File: config.mk
export PLATFORM = sky130hd
export DESIGN_NAME = req_encoder_hs_flat
export DESIGN_NICKNAME = d
export VERILOG_FILES = /design/src/rtl/req_encoder_hs_if.sv /design/src/rtl/req_encoder_hs.sv /design/src/flat_wrapper.sv
export SDC_FILE = /design/constraint.sdc
export NUM_CORES = 1
export LEC_CHECK = 0
export ABC_CLOCK_PERIOD_IN_PS = 2500
export CORE_UTILIZATION = 44
export CTS_BUF_LIST = sky130_fd_sc_hd__clkbuf_4
export CTS_CLUSTER_SIZE = 8
export DETAILED_ROUTE_END_ITERATION = 8
export GPL_TIMING_DRIVEN = 0
export PLACE_DENSITY = 0.77
export SYNTH_ARGS = -nofsm -noshare
export SYNTH_HDL_FRONTEND = slang
export SYNTH_SLANG_ARGS = --single-unit
export TNS_END_PERCENT = 5
File: constraint.sdc
create_clock -name clk -period 2.5 [get_ports clk]
set_input_delay 0.25 -clock clk [delete_from_list [all_inputs] [get_ports clk]]
set_output_delay 0.25 -clock clk [all_outputs]
set_load 0.005 [all_outputs]
File: src/rtl/req_encoder_hs_if.sv
// Request-encoder bus: request lines, flush and the encoded-index valid/ready stream.
// A code transfers on a rising edge where out_valid && out_ready. Once out_valid
// rises, out_code and out_valid hold until that transfer or a flush/reset.
interface req_encoder_hs_if #(
  parameter int N_REQ  = 8,
  parameter int CODE_W = 3
);
  logic [N_REQ-1:0]  req;
  logic              flush;
  logic              out_ready;
  logic              out_valid;
  logic [CODE_W-1:0] out_code;
  logic [N_REQ-1:0]  pending;
  logic              overflow;

  modport master (
    output req, flush, out_ready,
    input  out_valid, out_code, pending, overflow
  );

  modport slave (
    input  req, flush, out_ready,
    output out_valid, out_code, pending, overflow
  );
endinterface

File: src/rtl/req_encoder_hs.sv
// Registered N:log2(N) request encoder. It captures request strobes into a pending
// set and issues their indices one per transfer, by fixed priority or round-robin.
module req_encoder_hs #(
  parameter int N_REQ  = 8,
  parameter int CODE_W = 3,
  parameter int RR     = 0
) (
  input  logic              clk,
  input  logic              rst_n,
  req_encoder_hs_if.slave   bus,
  output logic              dbg_state
);

  typedef enum logic {IDLE = 1'b0, HOLD = 1'b1} state_t;

  state_t            state_q, state_d;
  logic [N_REQ-1:0]  pending_q, pending_d, issue_mask;
  logic [CODE_W-1:0] code_q, code_d, ptr_q, ptr_d;
  logic [CODE_W-1:0] start, idx, sel;
  logic              found, load, ovf_q, ovf_d;

  // The search scans only the pending register. Raw req reaches pending first,
  // which costs one edge of latency.
  always_comb begin
    start = (RR != 0) ? ptr_q : '0;
    sel   = '0;
    idx   = '0;
    found = 1'b0;
    for (int i = 0; i < N_REQ; i++) begin
      idx = start + CODE_W'(i);
      if (!found && pending_q[idx]) begin
        sel   = idx;
        found = 1'b1;
      end
    end
  end

  always_comb begin
    state_d    = state_q;
    code_d     = code_q;
    ptr_d      = ptr_q;
    load       = 1'b0;
    issue_mask = '0;
    case (state_q)
      IDLE: load = found;
      HOLD: begin
        if (bus.out_ready) begin
          if (found) load = 1'b1;
          else       state_d = IDLE;
        end
      end
      default: state_d = IDLE;
    endcase
    if (load) begin
      state_d    = HOLD;
      code_d     = sel;
      ptr_d      = sel + CODE_W'(1);
      issue_mask = N_REQ'(1) << sel;
    end
    // A request on the bit being issued this edge counts as a new event, not an overflow.
    pending_d = (pending_q & ~issue_mask) | bus.req;
    ovf_d     = ovf_q | (|(bus.req & pending_q & ~issue_mask));
    if (bus.flush) begin
      state_d   = IDLE;
      code_d    = '0;
      ptr_d     = ptr_q;
      pending_d = '0;
      ovf_d     = 1'b0;
    end
  end

  always_ff @(posedge clk or negedge rst_n) begin
    if (!rst_n) begin
      state_q   <= IDLE;
      code_q    <= '0;
      ptr_q     <= '0;
      pending_q <= '0;
      ovf_q     <= 1'b0;
    end else begin
      state_q   <= state_d;
      code_q    <= code_d;
      ptr_q     <= ptr_d;
      pending_q <= pending_d;
      ovf_q     <= ovf_d;
    end
  end

  assign bus.out_valid = (state_q == HOLD);
  assign bus.out_code  = code_q;
  assign bus.pending   = pending_q;
  assign bus.overflow  = ovf_q;
  assign dbg_state     = state_q;

endmodule
File: src/flat_wrapper.sv
// flat-port wrapper written by rule: the top's interface ports become plain ports
module req_encoder_hs_flat 
#(
  parameter int N_REQ  = 8,
  parameter int CODE_W = 3,
  parameter int RR     = 0
)
  (clk, rst_n, dbg_state, bus_req, bus_flush, bus_out_ready, bus_out_valid, bus_out_code, bus_pending, bus_overflow);
  req_encoder_hs_if #(.N_REQ(N_REQ), .CODE_W(CODE_W)) bus_i ();
  input  logic clk;
  input  logic rst_n;
  output logic dbg_state;
  input wire logic [$bits(bus_i.req)-1:0] bus_req;
  input wire logic [$bits(bus_i.flush)-1:0] bus_flush;
  input wire logic [$bits(bus_i.out_ready)-1:0] bus_out_ready;
  output wire logic [$bits(bus_i.out_valid)-1:0] bus_out_valid;
  output wire logic [$bits(bus_i.out_code)-1:0] bus_out_code;
  output wire logic [$bits(bus_i.pending)-1:0] bus_pending;
  output wire logic [$bits(bus_i.overflow)-1:0] bus_overflow;
  assign bus_i.req = bus_req;
  assign bus_i.flush = bus_flush;
  assign bus_i.out_ready = bus_out_ready;
  assign bus_out_valid = bus_i.out_valid;
  assign bus_out_code = bus_i.out_code;
  assign bus_pending = bus_i.pending;
  assign bus_overflow = bus_i.overflow;
  req_encoder_hs #(.N_REQ(N_REQ), .CODE_W(CODE_W), .RR(RR)) u_core (.clk(clk), .rst_n(rst_n), .bus(bus_i), .dbg_state(dbg_state));
endmodule
==> summary.md <==
| Metric | Value |
|---|---|
| Reg-to-Reg End | u_core.bus.overflow |
| Power Density | 529 nW/µm² |
| GR Util All Layers | 21.8% |
| Setup bufs post-CTS | 0 |
| Area delta synth->final | 44.5% |
| FP Rows | 13 |
| N_diodes | 0 |
| Final GP Congestion | 0.731 |
| Ys flop type | dfrtp_1 |
| Root Buffer | clkbuf_4 |
| Layout cells sized above 1 | 6.73% |
| Post-synthesis mux area share | 0% |
| Max Cap Violations | 0 |
| Outcome | complete, no violations |
| Least-Margin Pin Slew | 0.597 ns |
| Pint | 0.376 mW |
| Crit path launch type | flip-flop |
| WL final | 1.60 mm |
| Syn Inst Count | 75 |
| Clock power share | 26.5% |
| PostCTS Resize Cnt | 0 |
| Min-delay worst type | input pin to asynchronous set/reset pin |
| Final setup viols | 0 |
| Initial core utilization | 49.2% |
| Area share of and/or/nand/nor cells after synthesis | 22.0% |
| Post-synth top area share | 48.4% |
| Cell taking the most area after synthesis | dfrtp_1 |
| Slew Limit Fails | 0 |
| Number of global-route vias before repair | 524 |
| IO buf count | 25 |
| Clk_skew | 0.00538 ns |
| Total Neg Setup Slack | 0 ns |
| Clk sink count | 13 |
| First-pass GRT wire length | 2.30 mm |
| CTS tree | yes |
| H-tree depth | 1 |
| Synth warn | 0 |
| Core box area | 1370 µm² |
| Avg Cell Area, Syn | 8.96 µm² |
| Total power | 0.513 mW |
| Unrepaired setup endpoints after global routing | false |
| Clk slew on worst S/H paths | 0.08 ns |
| Post-synth EDFFs | 0 |
| Max_slew headroom | 60.1% |
| I/O pin cnt | 26 |
| Gr ovfl total | 0 |
| Final worst-path cycle share | 79.7% |
| Die Ht | 41.1 µm |
| Synthesized cell area | 672 µm² |
| Critical path class | flip-flop to flip-flop |
| Top fanout value on the critical path | 7 |
| R2R depth | 4 |
| DRC | 0 |
| Post-layout util | 71.1% |
| Synth cell count leaders | dfrtp_1 (13), nor2_1 (11), a21oi_1 (10) |
| Vias per cell | 5.56 |
| Crit. Startpoint | u_core.bus.pending[2] |
| Pre-antenna DRT Iters | 4 |
| Routed len/inst | 13.5 µm |
| Worst Setup EP | u_core.bus.overflow |
| Mapped Nets | 87 |
| Crit. End Element | flip-flop |
| Sequential area share after synthesis | 48.4% |
| Pin count of the biggest net entering global routing | 14 |
| Dominant cells by area after synthesis | dfrtp_1 (48%), a21oi_1 (7.4%), nor2_1 (6.1%) |
| Compound-Gate Fraction of Synth Area | 25.1% |
| Worst vdd ir | 0.331 mV |
| Required @ worst endpoint | 2.64 ns |
| Count leader, synth | dfrtp_1 |
| NetSw | 0.137 mW |
| Crit path DAT | 2.13 ns |
| Internal reg-to-reg setup slack | 0.51 ns |
| RR Startpoint | u_core.bus.pending[2] |
| Antenna Nets Post-Route | 0 |
| Final min period | 1.99 ns |
| Nets | 117 |
| Largest family of logic cells by synthesized area | compound AO/OA/AOI/OAI gates |
| Yosys reg bits | 13 |
| Adder-Cell Fraction of Synth Area | 0% |
| Die Wd | 41.1 µm |
| TritonCTS buffer count | 3 |
| Clk_lat worst skew | 0.27 ns |
| Max Fclk | 502 MHz |
| Hold Vio Cnt, Final | 0 |
| DIE AREA | 1690 µm² |
| Synth cell types | 27 |
| Asr flop ratio synth | 100% |
| Switching share of total power | 26.8% |
| Hpwl dp | 1.22 mm |
| Sequential power share | 48.4% |
| Initial antenna violation count | 0 |
| Hold-fix buffers, CTS | 0 |
| Drt initial violations | 22 |
| Via count | 662 |
| Power share of the combinational group | 25.1% |
| Leakage | 0.415 nW |
| Max clock buf depth | 2 |
| Xor/xnor cell area share of the yosys netlist | 0% |
registers in the layout, indices dropped and copies added, names as in the netlist:
name	count
u_core.bus.overflow	1
u_core.bus.out_code	3
u_core.bus.pending	8
u_core.bus.out_valid	1
metrics by stage:
stage	instance area (µm²)	hold slack, ns	cells	worst slack (ns)
global route	971	0.394	119	0.424
detailed placement	941	0.564	115	0.451
floorplan	672	-0.0456	75	0.666
finish	971	0.353	119	0.508
global placement	941	0.557	115	0.456
CTS	971	0.359	119	0.491
cells in the final DEF, fill, tap and decap left out, drive strengths merged, types with 2 or more instances in the layout:
cell type,count
clkdlybuf4s50,25
dfrtp,13
nor2,11
a21oi,10
clkbuf,6
nand2,5
nand3,4
inv,4
nand2b,3
o21ai,2
a22o,2
a31oi,2
a211oi,2
metal layers:
layer / track usage, % / wire length (µm) / vias up
met2: 36.3 / 780 / 31
li1: - / - / 330
met1: 27.1 / 676 / 297
met3: 3.26 / 119 / 4
met5: 0 / 0 / -
met4: 10.0 / 25 / 0
critical path, stage by stage (launching register included):
cell,delay (ns)
dfrtp_1,0.46
or4_4,0.58
or3_1,0.39
a221oi_1,0.28
a31oi_1,0.14
worst min path at each step:
stage	startpoint	to	slack (ns)	cells past startpoint
finish	rst_n	u_core.bus.out_valid	0.35	1
floorplan	rst_n	u_core.bus.out_code[0]	-0.05	0
CTS	rst_n	u_core.bus.out_code[1]	0.36	1
detailed placement	u_core.bus.out_code[1]	u_core.bus.out_code[1]	0.56	2
global placement	u_core.bus.out_code[1]	u_core.bus.out_code[1]	0.56	2
global route	rst_n	u_core.bus.out_valid	0.39	1
area by class of cell:
type / count / area, µm²
clock buffers: 4 / 30.0
fillers: 116 / 395
well taps: 15 / 18.8
flip-flops and latches: 13 / 325
repair buffers: 25 / 250
multi-input cells: 55 / 317
plain buffers: 3 / 15.0
inverters: 4 / 15.0
power groups by stage:
stage                     registers [mW]  logic [mW]  clock network, mW
after floorplan                    0.250      0.0579                  0
after global placement             0.251       0.129                  0
after detailed placement           0.253       0.129                  0
after CTS                          0.249       0.130              0.141
after global routing               0.252       0.143              0.149
final                              0.249       0.129              0.136
logic make-up after synthesis:
logic type	after synthesis
flip-flops	13
AND/OR/NAND/NOR	30
AO/OA/AOI/OAI	25
buffers and inverters	7
Note: power is estimated with default switching activity, not from simulation.
